==> src/rtl/mm2s_sts_rx.sv <==
// mm2s_sts_rx: closes out MM2S read commands from the DataMover status stream.
// Tracks commands in flight, checks each status beat, pulses a done per good
// completion and latches the first error cause until err_clr.
// Optional watchdog: define MM2S_STS_TIMEOUT_EN to flag a stalled BUSY period
// (error code 7) after TIMEOUT_CYCLES cycles without a status beat.
module mm2s_sts_rx #(
  parameter logic [3:0]  EXP_TAG         = 4'hA,
  parameter int unsigned MAX_OUTSTANDING = 4,
  parameter int unsigned TIMEOUT_CYCLES  = 1024
) (
  input  logic       clk,
  input  logic       rstn,
  input  logic       cmd_fire,
  input  logic       err_clr,
  input  logic       s_axis_mm2s_sts_tvalid,
  output logic       s_axis_mm2s_sts_tready,
  input  logic [7:0] s_axis_mm2s_sts_tdata,
  input  logic       s_axis_mm2s_sts_tkeep,
  input  logic       s_axis_mm2s_sts_tlast,
  output logic       axi2uip_rd_done,
  output logic       axi2uip_rd_err,
  output logic [3:0] err_code,
  output logic [3:0] outstanding,
  output logic       cmd_block
);

  typedef enum logic [1:0] {
    ST_IDLE  = 2'd0,
    ST_BUSY  = 2'd1,
    ST_ERROR = 2'd2
  } state_t;

  localparam logic [3:0] MAX_CNT = 4'(MAX_OUTSTANDING);

  state_t     state, state_nxt;
  logic       accept;
  logic [3:0] cnt_nxt;
  logic [3:0] beat_err;
  logic [3:0] cnt_err;
  logic [3:0] to_err;
  logic [3:0] err_cause;
  logic       err_now;
  logic       done_nxt;

  // Single-beat status: keep and last carry no information here.
  logic unused_sts_sideband;
  assign unused_sts_sideband = s_axis_mm2s_sts_tkeep & s_axis_mm2s_sts_tlast;

  assign accept    = s_axis_mm2s_sts_tvalid & s_axis_mm2s_sts_tready;
  assign cmd_block = (outstanding == MAX_CNT);

`ifdef MM2S_STS_TIMEOUT_EN
  localparam int unsigned WD_W = $clog2(TIMEOUT_CYCLES + 1);
  logic [WD_W-1:0] wd;

  // Watchdog fires on the TIMEOUT_CYCLES-th consecutive BUSY cycle without a beat.
  assign to_err = (state == ST_BUSY && !accept && wd == WD_W'(TIMEOUT_CYCLES - 1)) ? 4'd7 : 4'd0;

  // Watchdog counter: cleared in IDLE, on accept and on expiry; frozen in ERROR.
  always_ff @(posedge clk) begin
    if (!rstn || state == ST_IDLE) begin
      wd <= '0;
    end else if (state == ST_BUSY) begin
      if (accept || to_err != 4'd0) wd <= '0;
      else                          wd <= wd + 1'b1;
    end
  end
`else
  localparam int unsigned UNUSED_TIMEOUT = TIMEOUT_CYCLES;
  assign to_err = 4'd0;
`endif

  // State register.
  always_ff @(posedge clk) begin
    if (!rstn) state <= ST_IDLE;
    else       state <= state_nxt;
  end

  // Next-state logic: errors win, ERROR is sticky until err_clr.
  always_comb begin
    state_nxt = state;
    if (err_now)
      state_nxt = ST_ERROR;
    else if (state == ST_ERROR && !err_clr)
      state_nxt = ST_ERROR;
    else
      state_nxt = (cnt_nxt != 4'd0) ? ST_BUSY : ST_IDLE;
  end

  // Beat check, counter update and error cause selection.
  // A malformed beat outranks a counter fault, which outranks the watchdog.
  always_comb begin
    beat_err = 4'd0;
    if (accept) begin
      if      (s_axis_mm2s_sts_tdata[4])                 beat_err = 4'd3;
      else if (s_axis_mm2s_sts_tdata[5])                 beat_err = 4'd2;
      else if (s_axis_mm2s_sts_tdata[6])                 beat_err = 4'd1;
      else if (s_axis_mm2s_sts_tdata[3:0] != EXP_TAG)    beat_err = 4'd4;
      else if (!s_axis_mm2s_sts_tdata[7])                beat_err = 4'd8;
    end

    cnt_nxt = outstanding;
    cnt_err = 4'd0;
    if (cmd_fire && !accept) begin
      if (outstanding == MAX_CNT) cnt_err = 4'd6;
      else                        cnt_nxt = outstanding + 4'd1;
    end else if (accept && !cmd_fire) begin
      if (outstanding == 4'd0) cnt_err = 4'd5;
      else                     cnt_nxt = outstanding - 4'd1;
    end

    if      (beat_err != 4'd0) err_cause = beat_err;
    else if (cnt_err  != 4'd0) err_cause = cnt_err;
    else                       err_cause = to_err;

    err_now  = (err_cause != 4'd0);
    done_nxt = accept && (beat_err == 4'd0) && (cnt_err == 4'd0) && (state != ST_ERROR);
  end

  // Registered outputs; first error latched unless err_clr opens the latch.
  always_ff @(posedge clk) begin
    if (!rstn) begin
      s_axis_mm2s_sts_tready <= 1'b0;
      axi2uip_rd_done        <= 1'b0;
      axi2uip_rd_err         <= 1'b0;
      err_code               <= 4'd0;
      outstanding            <= 4'd0;
    end else begin
      s_axis_mm2s_sts_tready <= 1'b1;
      axi2uip_rd_done        <= done_nxt;
      axi2uip_rd_err         <= (state_nxt == ST_ERROR);
      outstanding            <= cnt_nxt;
      if (err_now && (state != ST_ERROR || err_clr))
        err_code <= err_cause;
      else if (err_clr)
        err_code <= 4'd0;
    end
  end

endmodule

==> config.mk <==
export PLATFORM = sky130hd
export DESIGN_NAME = mm2s_sts_rx
export DESIGN_NICKNAME = d
export VERILOG_FILES = /design/src/rtl/mm2s_sts_rx.sv
export SDC_FILE = /design/constraint.sdc
export NUM_CORES = 1
export LEC_CHECK = 0
export CAP_MARGIN = 40
export CELL_PAD_IN_SITES_DETAIL_PLACEMENT = 1
export CELL_PAD_IN_SITES_GLOBAL_PLACEMENT = 1
export CORE_ASPECT_RATIO = 2
export CORE_MARGIN = 2
export CORE_UTILIZATION = 25
export CTS_CLUSTER_DIAMETER = 50
export DETAILED_ROUTE_END_ITERATION = 8
export PLACE_DENSITY_LB_ADDON = 0.1
export SETUP_SLACK_MARGIN = 0.15
export SYNTH_ARGS = -nofsm -noshare
export SYNTH_HDL_FRONTEND = slang
export SYNTH_SLANG_ARGS = --single-unit
==> constraint.sdc <==
create_clock -name clk -period 3 [get_ports clk]
set_input_delay 0.45 -clock clk [delete_from_list [all_inputs] [get_ports clk]]
set_output_delay 0.45 -clock clk [all_outputs]
set_load 0.05 [all_outputs]
==> results of run 1 <==
==> final timing paths <==
kind	slack, ns	depth (start not counted)	endpoint	start
hold reg to reg	0.60	3	err_code[3]	err_code[3]
setup reg to reg	0.96	7	state[0]	outstanding[1]
setup / recovery	0.31	5	cmd_block	outstanding[1]
hold / removal	0.60	3	err_code[3]	err_code[3]
==> critical path: stages, from the launching register on <==
cell and delay [ns]:
dfxtp_1 0.35, inv_1 0.14, ha_1 0.24, nor2b_1 0.27
and2_1 0.19, clkdlybuf4s50_1 0.80
==> cell usage after synthesis (3+ instances only) <==
cell type,number,area (µm²)
o221ai_1,3,26.28
nand2_1,9,33.78
clkbuf_1,3,11.26
dfxtp_1,12,240.2
ha_1,3,37.54
a21oi_1,3,15.01
nor2b_1,7,43.79
nor3_1,5,25.02
nand3_1,5,25.02
inv_1,3,11.26
and2_1,3,18.77
nor2_1,3,11.26
==> power by group through the flow <==
stage          combinational, W  sequential (W)  clock (W)
6_report               0.000157        0.000182   0.000183
5_1_grt                0.000170        0.000184   0.000191
4_1_cts                0.000160        0.000182   0.000186
3_5_place_dp           0.000158        0.000185          0
3_3_place_gp           0.000156        0.000185          0
2_1_floorplan         0.0000700        0.000214          0
==> metrics by stage <==
step / hold WS [ns] / std cells / power (W) / utilization
final: 0.6007 / 145 / 0.0005215 / 0.3682
after detailed placement: 0.5887 / 141 / 0.0003434 / 0.3495
after CTS: 0.6075 / 145 / 0.0005272 / 0.3682
after global routing: 0.6331 / 145 / 0.0005445 / 0.3682
after global placement: 0.5766 / 141 / 0.0003417 / 0.3495
after floorplan: 0.4777 / 90 / 0.0002836 / -
==> cell type report <==
type,count,area [µm²],share of cell area
clock buffers,4,55.05,0.05081
inverters,3,11.26,0.01039
multi-input cells,72,499.2,0.4607
flip-flops and latches,12,240.2,0.2217
well taps,30,37.54,0.03464
repair buffers,24,240.2,0.2217
==> flip-flops by register name, summed over array words and instances, names as in the netlist <==
name                    count
axi2uip_rd_done             1
axi2uip_rd_err              1
err_code                    4
outstanding                 4
s_axis_mm2s_sts_tready      1
state                       1
==> layer usage <==
layer	track usage	up-vias
li1	-	391
met1	0.1360	385
met2	0.2636	20
met3	0.01099	9
met4	0.1273	0
met5	0	-
==> logic make-up (layout without fill, tap and decap cells) <==
logic type / after synthesis / after routing / synth area share
AND/OR/NAND/NOR: 45 / 45 / 0.3662
AO/OA/AOI/OAI: 22 / 22 / 0.2151
flip-flops: 12 / 12 / 0.3153
buffers and inverters: 6 / 31 / 0.02955
adder cells (fa/ha/maj): 3 / 3 / 0.04927
XOR/XNOR: 1 / 1 / 0.01150
multiplexers: 1 / 1 / 0.01314
==> placed cells by master (no fill, tap or decap), types with 3 or more instances in the layout <==
cell and count:
clkdlybuf4s50_1 24, nand3_1 5, inv_1 3, dfxtp_1 12
clkbuf_8 4, ha_1 3, o221ai_1 3, nand2_1 9
nor2_1 3, a21oi_1 3, and2_1 3, nor3_1 5
nor2b_1 7
==> reports/metrics.csv, run 1 <==
metric,value,unit
crit path DAT,2.24,ns
vias in the first global route,822,
IO Port Bufs,24,
fill cell count,369,
cell-internal power,0.0003505,W
Clk pwr share,0.350,
clock sink count,12,
Synth Cell Area,762.0,µm²
RSZ-0062 raised after global routing,no,
Setup CP Type,flip-flop to output pin,
fin nets,134,
crit path launch type,flip-flop,
Post-CTS Setup Bufs,0,
Die Wd,43.04,µm
switch share,0.3279,
max layer used,met4,
wire length on met2,1.300,mm
ant diodes,0,
synth unique cells,39,
CTS tree,built,
Final Hold Fails,0,
Met3 Wirelength,73,µm
final worst-path cycle share,0.8982,
Async SR Flop Fraction,0,
WP data required,2.55,ns
GRT Resource Usage Total,0.1432,
initial drt markers,14,
"antenna viol nets, final",0,
top_reg_cell synth,dfxtp_1,
gpl congestion,0.7430,
Initial Util,0.2589,
Psw,0.0001710,W
Post-DP Area,0.001028,mm²
Yosys reg bits,12,
H-tree depth,1,
Pins Over Slew Limit,0,
CTS resizes,0,
Crit. End Element,output pin,
initial antenna violation count,0,
worst-path maximum fanout,5,
run status,completed,
"Clk pin slew, worst setup/hold paths",0.06,ns
GRT overflow,0,
Synthesized Nets,108,
combinational power share,0.301,
Die ar.,0.003532,mm²
wl on met1,813,µm
Clock Tree Buf Depth,2,
slew at the pin with the worst max-slew slack,0.5293,ns
Post-Route WL,2.294,mm
Post-DP HPWL,1.856,mm
number of core rows,28,
Power Dens Cells,481.3,mW/mm²
worst hold-check path type,flip-flop to flip-flop,
Inserted Clock Buffers,3,
Post-synth EDFFs,0,
hold bufs inserted after CTS,0,
WL/cell,15.82,µm
insertion delay to the later sink of the worst-skew pair,0.25,ns
FMAX,371.1,MHz
Final min period,2.695,ns
synth warn,0,
DRT Pass-1 Iters,4,
Gate Count Post-Synth,90,
area of the core,0.002943,mm²
die height,82.08,µm
sequential fraction of the synthesis area,0.3153,
Ports,27,
first-pass GRT wire length,3.705,mm
root cell of the clock tree,clkbuf_8,
largest net degree at the start of global routing,18,
dpl ws,0.4990,ns
final setup violation count,0,
Slew headroom,0.6434,
sequential share of power,0.348,
Setup WS post-layout,0.3055,ns
static leakage,0.3873,nW
fin area,0.001084,mm²
Worst Skew,0.001289,ns
Synth-to-Final Area Change,42.20,%
TNS Setup,0,ns
DRC errors left,0,
maximum vdd ir drop,0.0003276,V
post-synthesis area per instance,8.466,µm²
via count,805,
share of layout cells above drive strength 1,0.05217,
maxcap violations,0,
Via-to-Cell Ratio,5.552,
(Power assumes the default switching activity.)
==> inputs of run 2 (changes only) <==
--- a/config.mk
+++ b/config.mk
@@ -10,5 +10,4 @@
 export CELL_PAD_IN_SITES_GLOBAL_PLACEMENT = 1
 export CORE_ASPECT_RATIO = 2
-export CORE_MARGIN = 2
 export CORE_UTILIZATION = 25
 export CTS_CLUSTER_DIAMETER = 50
==> constraint.sdc (replaced) <==
create_clock -name clk -period 3 [get_ports clk]
set_input_delay 0.45 -clock clk [delete_from_list [all_inputs] [get_ports clk]]
set_output_delay 0.45 -clock clk [all_outputs]
set_load 0.005 [all_outputs]
==> reports/metrics.csv, run 2 (same netlist as run 1, synthesis figures left out) <==
metric,value,unit
run status,completed,
static leakage,0.3801,nW
met2 Use GR,0.2625,
fin nets,134,
TNS Setup,0,ns
via count,804,
M1 GR Usage,0.1407,
Hold Crit Start,err_code[3],
Post-DP HPWL,1.795,mm
WP data required,2.55,ns
"Clk pin slew, worst setup/hold paths",0.05,ns
first-pass GRT wire length,3.346,mm
Initial Util,0.2589,
Ports,27,
Worst Skew,0.005666,ns
reg2reg start,outstanding[1],
IO Port Bufs,24,
number of core rows,28,
worst hold-check path type,flip-flop to flip-flop,
biggest regs,"err_code (4), outstanding (4)",
Post-Route WL,2.222,mm
ant diodes,0,
CTS resizes,0,
M3 GR Usage,0.01657,
clock sink count,12,
die height,80.08,µm
Final Hold Fails,0,
crit path launch type,flip-flop,
Clk pwr share,0.326,
root cell of the clock tree,clkbuf_8,
Slew headroom,0.6657,
Die Wd,41.04,µm
Die ar.,0.003286,mm²
largest net degree at the start of global routing,18,
R2R depth,7,
maxcap violations,0,
Worst path max stage delay,0.50,ns
"antenna viol nets, final",0,
slew at the pin with the worst max-slew slack,0.4962,ns
Inserted Clock Buffers,3,
Setup crit start,outstanding[1],
grt peak-use layer,met2,
sequential share of power,0.401,
worst-path maximum fanout,5,
GRT Resource Usage Total,0.1503,
H-tree depth,1,
Final Total Pwr,0.0004550,W
WL/cell,15.43,µm
worst hold slack,0.6017,ns
gpl congestion,0.7391,
maximum vdd ir drop,0.0002607,V
RSZ-0062 raised after global routing,no,
DRT Pass-1 Iters,4,
Clock Tree Buf Depth,2,
area of the core,0.002943,mm²
GRT overflow,0,
hold bufs inserted after CTS,0,
combinational power share,0.273,
cell-internal power,0.0003226,W
initial drt markers,6,
vias in the first global route,767,
Synth-to-Final Area Change,40.39,%
crit-path cells,inv_1 -> ha_1 -> nor2b_1 -> and2_1 -> clkdlybuf4s50_1,
Psw,0.0001324,W
Setup CP Type,flip-flop to output pin,
Crit. End Element,output pin,
Post-CTS Setup Bufs,0,
Sequential Area,240.2,µm²
crit path DAT,1.92,ns
Hold Crit Depth,3,
fill cell count,371,
Pins Over Slew Limit,0,
final setup violation count,0,
final worst-path cycle share,0.7886,
share of layout cells above drive strength 1,0.04386,
Final min period,2.366,ns
"most common cell after layout, fill and taps aside",clkdlybuf4s50_1,
slowest CP cell,clkdlybuf4s50_1,
area of the multi-input gates,499.2,µm²
switch share,0.2910,
CTS tree,built,
most frequent cells in the layout,"24 x clkdlybuf4s50_1, 12 x dfxtp_1, 9 x nand2_1, 7 x nor2b_1",
FMAX,422.7,MHz
Power Dens Cells,425.3,mW/mm²
Via-to-Cell Ratio,5.583,
DRC errors left,0,
initial antenna violation count,0,
insertion delay to the later sink of the worst-skew pair,0.24,ns
[run 2: changes by cell type in the layout (fill, tap and decap cells not counted)]
| cell | previous run | this run |
|---|---|---|
| clkbuf_8 | 4 | 3 |
[run 2: final cells by class]
cell class	instances	area share
Timing Repair Buffer	24	0.2246
Inverter	3	0.01053
Multi-Input combinational cell	72	0.4667
Clock buffer	3	0.03860
Sequential cell	12	0.2246
Tap cell	30	0.03509
[run 2: worst paths after layout]
kind | endpoint | slack [ns]
worst min-delay path | err_code[3] | 0.60
worst min register to register | err_code[3] | 0.60
worst max register to register | state[0] | 1.00
worst max-delay path | cmd_block | 0.63
[run 2: stage by stage]
stage                     cells  setup WS (ns)    util  instance area [µm²]
after global placement      141         0.5120  0.3495                 1028
final                       144         0.6342  0.3635                 1070
after global routing        144         0.5697  0.3635                 1070
after detailed placement    141         0.5013  0.3495                 1028
after CTS                   144         0.6196  0.3635                 1070
after floorplan              90          1.120       -                762.0
[run 2: critical path: cells and delay by family, from the launching register on]
family                     cells  cell delay, ns
buffers and inverters          2            0.64
adders and majority gates      1            0.22
DFF                            1            0.35
and+or+nand+nor                2            0.46
[run 2: metal layers]
metal	vias up	share of wire
li1	391	-
met1	389	0.37
met2	17	0.56
met3	7	0.030
met4	0	0.039
met5	-	0
[run 2: power groups by stage]
stage | Combinational [W] | Sequential (W) | Clock (W)
after global placement | 0.000124 | 0.000186 | 0
after CTS | 0.000126 | 0.000182 | 0.000152
after global routing | 0.000136 | 0.000184 | 0.000157
after floorplan | 0.0000680 | 0.000184 | 0
after detailed placement | 0.000125 | 0.000186 | 0
final | 0.000124 | 0.000182 | 0.000148
